--- src/rtl/mips_ifetch.sv ---
// MIPS instruction fetch/issue stage: a two-state fetch/issue loop that owns
// the PC, the instruction register and the retired-instruction counter.
module mips_ifetch #(
  parameter logic [31:0] RESET_PC = 32'h0000_3000
) (
  input  logic        clk,
  input  logic        rst_n,
  output logic        imem_req,
  output logic [31:0] imem_addr,
  input  logic        imem_ack,
  input  logic [31:0] imem_rdata,
  input  logic        stall,
  input  logic        branch,
  input  logic        zero,
  input  logic        jump,
  output logic        instr_valid,
  output logic [31:0] ir,
  output logic [5:0]  op,
  output logic [31:0] pc,
  output logic [31:0] pc_plus4,
  output logic [31:0] retire_cnt
);

  localparam int unsigned WORD_W = 30;

  typedef enum logic {
    FETCH = 1'b0,
    ISSUE = 1'b1
  } state_t;

  state_t             state_q, state_d;
  logic [WORD_W-1:0]  pc_word_q;
  logic [WORD_W-1:0]  pc4_word;
  logic [WORD_W-1:0]  next_word;
  logic [31:0]        ir_q;
  logic [31:0]        retire_q;
  logic               first_q;
  logic               ack_prev_q;
  logic               load_ir;
  logic               advance;

  // PC is held as a word address so the two low bits are zero by construction.
  assign pc4_word = pc_word_q + WORD_W'(1);

  // Jump wins over branch; branch offset is a sign-extended word offset.
  always_comb begin
    next_word = pc4_word;
    if (jump) begin
      next_word = {pc4_word[WORD_W-1:26], ir_q[25:0]};
    end else if (branch && zero) begin
      next_word = pc4_word + {{14{ir_q[15]}}, ir_q[15:0]};
    end
  end

  // Next-state logic; an ack already high through reset is not taken on the
  // first post-reset fetch cycle.
  always_comb begin
    state_d = state_q;
    load_ir = 1'b0;
    advance = 1'b0;
    case (state_q)
      FETCH: begin
        if (imem_ack && !(first_q && ack_prev_q)) begin
          load_ir = 1'b1;
          state_d = ISSUE;
        end
      end
      ISSUE: begin
        if (!stall) begin
          advance = 1'b1;
          state_d = FETCH;
        end
      end
      default: state_d = FETCH;
    endcase
  end

  always_ff @(posedge clk or negedge rst_n) begin
    if (!rst_n) begin
      state_q   <= FETCH;
      pc_word_q <= RESET_PC[31:2];
      ir_q      <= '0;
      retire_q  <= '0;
      first_q   <= 1'b1;
    end else begin
      state_q <= state_d;
      first_q <= 1'b0;
      if (load_ir) begin
        ir_q <= imem_rdata;
      end
      if (advance) begin
        pc_word_q <= next_word;
        retire_q  <= retire_q + 32'd1;
      end
    end
  end

  // Ack history, kept running through reset so the level seen during reset is known.
  always_ff @(posedge clk) begin
    ack_prev_q <= imem_ack;
  end

  assign imem_req    = (state_q == FETCH);
  assign imem_addr   = {pc_word_q, 2'b00};
  assign instr_valid = (state_q == ISSUE);
  assign ir          = ir_q;
  assign op          = ir_q[31:26];
  assign pc          = {pc_word_q, 2'b00};
  assign pc_plus4    = {pc4_word, 2'b00};
  assign retire_cnt  = retire_q;

endmodule
--- config.mk ---
export PLATFORM = sky130hd
export DESIGN_NAME = mips_ifetch
export DESIGN_NICKNAME = d
export VERILOG_FILES = /design/src/rtl/mips_ifetch.sv
export SDC_FILE = /design/constraint.sdc
export NUM_CORES = 1
export LEC_CHECK = 0
export BUFFER_PORTS_ARGS = -buffer_cell sky130_fd_sc_hd__buf_2
export CORE_MARGIN = 10
export CORE_UTILIZATION = 47
export CTS_CLUSTER_SIZE = 12
export DETAILED_ROUTE_END_ITERATION = 16
export GPL_TIMING_DRIVEN = 0
export PLACE_DENSITY = 0.84
export SETUP_SLACK_MARGIN = 0.02
export SYNTH_ARGS = -nofsm -noshare
export SYNTH_HDL_FRONTEND = slang
export SYNTH_SLANG_ARGS = --single-unit
--- constraint.sdc ---
create_clock -name clk -period 3.51 [get_ports clk]
set_input_delay 0.702 -clock clk [delete_from_list [all_inputs] [get_ports clk]]
set_output_delay 0.702 -clock clk [all_outputs]
set_load 0.02 [all_outputs]
==> run summary, run 1 <==
No sink is reached through more buffers than the 2 on the longest clock path. For the initial antenna violation count, the log shows 0. The peak ir drop on the vdd network was 0.000466 V. The final hold violation count is 0. The floorplan step defined a core boundary enclosing 13800 sq um.

STA classifies the critical path endpoint as a flop. The global-route usage over all layers is 0.216, and the number of inserted diodes is 0. After synthesis the netlist holds a flip-flop and latch count of 97. The filler-free cell count of the finished design was 1147; the post-route clock period utilization was 1.01. Across the run, the number of max-cap violations was 0. The total length of routed wires was 22400 um. The worst-path maximum fanout came out at 3.

The tools report the final count of pins violating max slew as 0. Setup repair after global routing could not meet its margin everywhere. The share of the core filled with cells is 0.647.

The startpoint identified for the worst register-to-register timing path is pc_word_q[5]$_DFFE_PN0P_. The HPWL after detailed placement is 16300 um. Synthesis produced 714 cells.

In this run the static leakage power is 4.30 nW. The total power per unit cell area was 899 nW/um^2. Dividing the detail-routed wire length by the instance count gives 19.5 um. The slack of the worst reg-to-reg path came out at -0.03 ns. The library cells used most frequently in the layout, excluding fill and tap cells, are sky130_fd_sc_hd__buf_2 (199), sky130_fd_sc_hd__nand2_1 (84), sky130_fd_sc_hd__dfrtp_1 (81).

The number of buffers added by the clock tree synthesis step was 9; the arrival time of the worst setup path was 3.76 ns. The tools report the full die area as 19200 sq um. The floorplan has 43 rows.

The class of the most critical setup path was reg -> reg. Clock latency on the worst-skew pair, taken at its later pin, is 0.36 ns. The detailed router put a total of 8940 um of wire on met1. The logs give 1960 um for the detailed route wirelength on metal3 and 0.367 for the sequential element share of the synthesized area. The initial cell density of the core came out at 0.479. Leaving out fill and tap cells, the most frequent cell in the layout is sky130_fd_sc_hd__buf_2.

The first detailed-routing pass ran for 5 iterations. In this run the mean area of a mapped cell was 9.27 sq um. The clock tree skew after final layout was 0.0105 ns. Number of port buffers: 199.

TritonCTS built the clock tree. Number of global-route vias before repair: 6277. For the worst flop-to-flop path, the logic depth is 17.

The worst setup path is launched from a flop. The most critical setup path has its startpoint at pc_word_q[5]$_DFFE_PN0P_. Maximum number of pins on one net before global-route repair: 53. The area growth from synthesis to layout was 35.3%; the fraction of synthesis flops using an asynchronous set or reset pin was 0.990.

The most common flop cell mapped by yosys is sky130_fd_sc_hd__dfrtp_1. After detailed routing, the met2 layer carries 10800 um of wire. The first global-routing pass estimated 34200 um of wire. The data required time of the critical path was 3.73 ns. CTS saw 97 sinks.

Highest layer used for signal routing: met4. Once placement completed, the tool counted placed cells totaling 1100. The run gives 714 as the violation count after the first detailed-route iteration. The post-layout worst setup margin is -0.0330 ns, and the maximum achievable frequency is 282 MHz.

The run gives 207 as the number of I/O pins. The Yosys step of the flow raised 0 warnings. Detailed routing inserted a total of 6543 vias. The clock slew seen by the registers of the worst setup and hold paths was 0.08 ns; the remaining antenna violation count after routing was 0. Headroom to the max-slew limit: 0.192. Global-route congestion overflow total: 0. The run finished, with violations left. The ratio of cells with drive above 1 in the final layout was 0.423; the final critical delay including setup and external delays was 3.54 ns. The path class of the tightest hold or removal check is in -> async. Counting the fill cells in the layout gives 1103. The final layout contains 1039 nets.

The final reports fail on negative setup slack. The number of enable flip-flop cells after synthesis came out at 0. The count of cell types in the netlist came out at 57. The tools report the post-detailed-route DRC marker count as 0.

In this run the horizontal extent of the chip is 139 um. At the end of routability-driven placement, the weighted congestion stood at 0.953. The die is 139 um tall.

The worst-margin pin slew was 1.21 ns. CTS built an H-tree with a depth of 3. The endpoint identified for the worst register-to-register timing path is pc_word_q[23]$_DFFE_PN0P_. The netlist area before placement is 6620 sq um, and the detailed-route vias per instance is 5.70. The tools report the count of endpoints failing setup in the final report as 3. The buffer type at the clock tree root is sky130_fd_sc_hd__clkbuf_16.
-- metrics by stage --
step                      worst slack [ns]  TNS [ns]  hold slack [ns]  area (sq um)  total power [mW]
final                              -0.0330   -0.0539            0.346          8950              8.05
after CTS                           0.0106         0            0.363          8670              7.66
after detailed placement            -0.369     -2.25            0.459          8110              6.36
after floorplan                    -0.0459   -0.0612            0.406          6860              5.06
after global routing                -0.105    -0.546            0.388          8950              8.53
after global placement              -0.376     -2.12            0.454          8080              6.26
-- worst max path at each step --
stage          cells after the start                        end  slack, ns
2_1_floorplan                     15  pc_word_q[27]$_DFFE_PN0P_      -0.05
3_3_place_gp                      16  pc_word_q[27]$_DFFE_PN0P_      -0.38
3_5_place_dp                      16  pc_word_q[27]$_DFFE_PN0P_      -0.37
4_1_cts                           16  pc_word_q[27]$_DFFE_PN0P_       0.01
5_1_grt                           14  pc_word_q[27]$_DFFE_PN0P_      -0.11
6_report                          17  pc_word_q[23]$_DFFE_PN0P_      -0.03
-- kinds of logic (layout without fill, tap and decap cells) --
kind of cell,Yosys count,after routing,share of synthesized area
xor+xnor,82,82,0.109
other cells,1,7,0.000567
fa+ha+maj,38,38,0.0730
mux,33,33,0.0561
simple gates,225,225,0.161
flops,97,97,0.367
buf+inv,75,322,0.0665
compound gates,163,163,0.168
-- power by group --
part | switching [mW] | total [mW] | internal, mW
clock network | 0.500 | 1.08 | 0.577
registers | 0.457 | 1.86 | 1.40
logic | 2.90 | 5.11 | 2.21
total | 3.86 | 8.05 | 4.19
-- registers in the layout (all words and copies together), names as in the netlist --
name,flops
instr_valid,1
pc_word_q,30
retire_cnt,32
ir,32
first_q,1
ack_prev_q,1
-- cell type report --
type	count	area [sq um]	area share
Clock buffer	9	225	0.0252
Buffer	63	395	0.0442
Timing Repair Buffer	233	1270	0.142
Multi-Input combinational cell	548	4260	0.476
Clock inverter	7	90.1	0.0101
Sequential cell	97	2440	0.273
Tap cell	180	225	0.0252
Inverter	10	37.5	0.00419
-- worst max-delay path, cell delays in order (launching register included) --
cell	delay, ns
sky130_fd_sc_hd__dfrtp_2	0.39
sky130_fd_sc_hd__and4_4	0.26
sky130_fd_sc_hd__nand3_4	0.11
sky130_fd_sc_hd__nor2b_4	0.19
sky130_fd_sc_hd__inv_2	0.08
sky130_fd_sc_hd__nor2_4	0.15
sky130_fd_sc_hd__xor2_4	0.22
sky130_fd_sc_hd__ha_4	0.24
sky130_fd_sc_hd__a21o_1	0.16
sky130_fd_sc_hd__a21o_1	0.16
sky130_fd_sc_hd__a21oi_2	0.17
sky130_fd_sc_hd__o211ai_2	0.15
sky130_fd_sc_hd__a311o_1	0.33
sky130_fd_sc_hd__buf_4	0.15
sky130_fd_sc_hd__buf_4	0.12
sky130_fd_sc_hd__xor2_1	0.14
sky130_fd_sc_hd__a222oi_1	0.27
sky130_fd_sc_hd__o21ai_1	0.10
-- timing repair --
item	4_1_cts	5_1_grt
endpoints found under the hold margin	0	0
pin swaps	20	32
endpoints found under the setup margin	11	8
hold buffers	0	0
gates resized for setup	19	36
setup buffers	23	10
-- routing by layer --
layer | global-route usage | up-vias
met5 | 0 | -
met4 | 0.0807 | 0
met3 | 0.0555 | 57
met2 | 0.354 | 339
met1 | 0.267 | 3139
li1 | - | 3008
-- cell usage after synthesis, types with 6 or more instances --
master | instances | share of area
sky130_fd_sc_hd__a211oi_1 | 6 | 0.0068
sky130_fd_sc_hd__a21o_1 | 17 | 0.019
sky130_fd_sc_hd__a21oi_1 | 35 | 0.026
sky130_fd_sc_hd__and2_1 | 8 | 0.0076
sky130_fd_sc_hd__and3_1 | 14 | 0.013
sky130_fd_sc_hd__and4_1 | 8 | 0.011
sky130_fd_sc_hd__buf_4 | 42 | 0.048
sky130_fd_sc_hd__clkbuf_1 | 22 | 0.012
sky130_fd_sc_hd__dfrtp_1 | 93 | 0.35
sky130_fd_sc_hd__ha_1 | 37 | 0.070
sky130_fd_sc_hd__inv_1 | 10 | 0.0057
sky130_fd_sc_hd__mux2_2 | 33 | 0.056
sky130_fd_sc_hd__nand2_1 | 86 | 0.049
sky130_fd_sc_hd__nand3_1 | 27 | 0.020
sky130_fd_sc_hd__nand4_1 | 16 | 0.015
sky130_fd_sc_hd__nor2_1 | 43 | 0.024
sky130_fd_sc_hd__nor3_1 | 9 | 0.0068
sky130_fd_sc_hd__o211ai_1 | 18 | 0.020
sky130_fd_sc_hd__o21ai_0 | 38 | 0.029
sky130_fd_sc_hd__o31ai_1 | 6 | 0.0068
sky130_fd_sc_hd__xnor2_1 | 55 | 0.073
sky130_fd_sc_hd__xor2_1 | 27 | 0.036
Power figures use the tool's default switching activity.
==> run 2: changes to the inputs <==
RECOVER_POWER = 25   (was not set)
==> run 2 against run 1 <==
Net effect: the flow finishes with violations (max-capacitance violations, max-slew violations, negative setup slack); critical path depth is 1 lower; first-iteration DRC count fell by 7.8%; sequential power about the same; core utilization decreased by 0.18 points; worst setup slack better by 0.010 ns; largest cell class unchanged; cell area is 0.28% lower; global-route usage unchanged; register-to-register slack hardly changed; sequential cell count is the same; highest routed layer unchanged.
==> run summary, run 2 (synthesized netlist as in run 1, its figures left out) <==
The flow ran to the end, but the final reports show violations. The final reports fail on max-capacitance violations, max-slew violations, negative setup slack. The buffer type at the clock tree root is sky130_fd_sc_hd__clkbuf_16.

Before antenna repair, the detailed router went through 5 iterations. Post-layout worst setup margin: -0.0228 ns. The slowest stage of the critical path is the sky130_fd_sc_hd__dfstp_2 cell. The tools report the maximum buffer depth of the clock tree as 2.

Count of endpoints failing setup in the final report: 2. The tools report the hold buffer count at cts as 0. In the final timing run, aggregate negative setup slack is -0.0316 ns. During I/O placement, the number of pins put on the boundary was 207. Data required time of the critical path: 3.73 ns.

For this run, the post-layout net count is 1039. Summed over all cells, the static leakage comes to 4.29 nW. For the post-detailed-route DRC marker count, the log shows 0.

The routed layout has 6561 vias. In this run the worst hold path is classified as reg -> reg. Total power consumption of the routed design: 8.05 mW. The setup path with the least slack is of type reg -> reg. The depth of the worst register-to-register path was 16; the share of the core filled with cells was 0.646. After routing the design area is 8930 sq um. The final count of pins violating max slew came out at 46.

The global-route congestion overflow total is 0. For the core area, the log shows 13800 sq um. Setup repair after global routing could not meet its margin everywhere.

For this run, the top clock speed supported by timing is 283 MHz. In this run the vertical extent of the chip is 139 um. The total power per unit cell area is 901 nW/um^2. The post-route clock period utilization came out at 1.01. Of all nets on the critical path, the largest fanout is 6. The average wire length per cell after detail routing is 19.6 um, and the post-placement setup slack is -0.369 ns. For the worst setup path, the data arrival time is 3.75 ns. VDD sags by at most 0.000467 V. For the global-route usage over all layers, the log shows 0.216. The tools report the nature of the critical path endpoint as a flop.

For this run, the number of standard cells in the final layout without fillers is 1147. At the later pin of the worst-skew pair, clock insertion delay measures 0.36 ns. The initial cell density of the core was 0.479.

The area growth from synthesis to layout was 34.9%; the chip width was 139 um. Leaving out fill and tap cells, the most frequent cell in the layout is sky130_fd_sc_hd__buf_2. The number of antenna diodes in the final layout is 0. The final critical delay including setup and external delays works out to 3.53 ns. Hold is met by 0.460 ns.

The first-pass GRT wire length was 34200 um. The detail route stage leaves a number of antenna-violating nets equal to 0. The tools report the initial antenna violation count as 0.

TritonCTS created 9 clock buffers. After clock tree synthesis, the clock-pin slew on the worst setup and hold paths is 0.08 ns. Detailed-route vias per instance: 5.72. Ratio of cells with drive above 1 in the final layout: 0.421.

The number of maximum-capacitance violations came out at 1. For the pin with the worst max-slew slack, the measured transition is 2.38 ns. The total length of routed wires was 22400 um; the number of global-route vias before repair was 6277.

The tools report the headroom to the max-slew limit as -0.587. In the layout the commonest cells are sky130_fd_sc_hd__buf_2 (198), sky130_fd_sc_hd__nand2_1 (84), sky130_fd_sc_hd__dfrtp_1 (81). TritonCTS built the clock tree. The largest single stage delay on the critical path is 0.62 ns. The congestion estimate from routability-driven global placement came to 0.953. Traced cell by cell, the critical path runs through nand3_4 > nor2b_4 > inv_2 > nor2_4 > xor2_4 > ha_4 > a21o_1 > a21o_1 > a21oi_2 > o211ai_2 > a311o_1 > buf_4 > buf_4 > xor2_1 > a222oi_1 > o21ai_1. The tools report the number of placed instances with taps included as 1100.

The number of port buffers works out to 199. The H-tree was split into 3 levels. After the first detailed-routing iteration, the DRC count stood at 658. The number of instances on the worst hold path works out to 1. The final hold violation count is 0, and the half-perimeter wire length after detailed placement is 16300 um. The floorplan step defined a die boundary enclosing 19200 sq um. The instance area at placement came out at 8110 sq um. Entering global routing, the biggest net connects 53 pins. The total number of placement rows came out at 43. The worst setup path is launched from a flop. CTS saw 97 sinks. On the final layout, the worst clock skew is 0.00987 ns.
==> run 2: cell type report <==
cell class | instances | area (sq um)
Buffer | 63 | 395
Clock buffer | 9 | 225
Clock inverter | 7 | 90.1
Fill cell | 1105 | 4900
Inverter | 10 | 37.5
Multi-Input combinational cell | 548 | 4260
Sequential cell | 97 | 2440
Tap cell | 180 | 225
Timing Repair Buffer | 233 | 1250
==> run 2: critical path, delay by kind of cell (launching register included) <==
kind                       cells  cell delay (ns)
AOI/OAI and AO/OA              7             1.35
DFF                            1             0.62
and+or+nand+nor                3             0.45
xor gates and xnor gates       2             0.36
buffers and inverters          3             0.35
adders and majority gates      1             0.24
==> run 2: repair_timing <==
item,in CTS,in global routing
endpoints found under the setup margin,11,8
gates cloned,0,0
buffers inserted,23,10
pin swaps,20,32
resized for setup,19,36
==> run 2: power by group <==
part / total, mW / internal, mW / switching (mW)
sequential: 1.86 / 1.40 / 0.458
combinational: 5.12 / 2.21 / 2.91
clock: 1.07 / 0.577 / 0.496
==> run 2: path summary, 6_finish.rpt <==
| kind | startpoint | to | slack [ns] |
|---|---|---|---|
| max | pc_word_q[10]$_DFFE_PN1P_ | pc_word_q[23]$_DFFE_PN0P_ | -0.02 |
| min | retire_cnt[31]$_DFFE_PN0P_ | retire_cnt[31]$_DFFE_PN0P_ | 0.46 |
| max reg2reg | pc_word_q[10]$_DFFE_PN1P_ | pc_word_q[23]$_DFFE_PN0P_ | -0.02 |
| min reg2reg | retire_cnt[31]$_DFFE_PN0P_ | retire_cnt[31]$_DFFE_PN0P_ | 0.46 |
| max in group asynchronous | rst_n | pc_word_q[0]$_DFFE_PN0P_ | 0.50 |
| min in group asynchronous | rst_n | ir[12]$_DFFE_PN0P_ | 1.06 |
==> run 2: routing by layer <==
metal | share of wire | track usage | vias up
met2 | 0.48 | 0.354 | 346
met3 | 0.085 | 0.0555 | 56
li1 | - | - | 3012
met4 | 0.032 | 0.0807 | 0
met1 | 0.40 | 0.267 | 3147
met5 | 0 | 0 | -
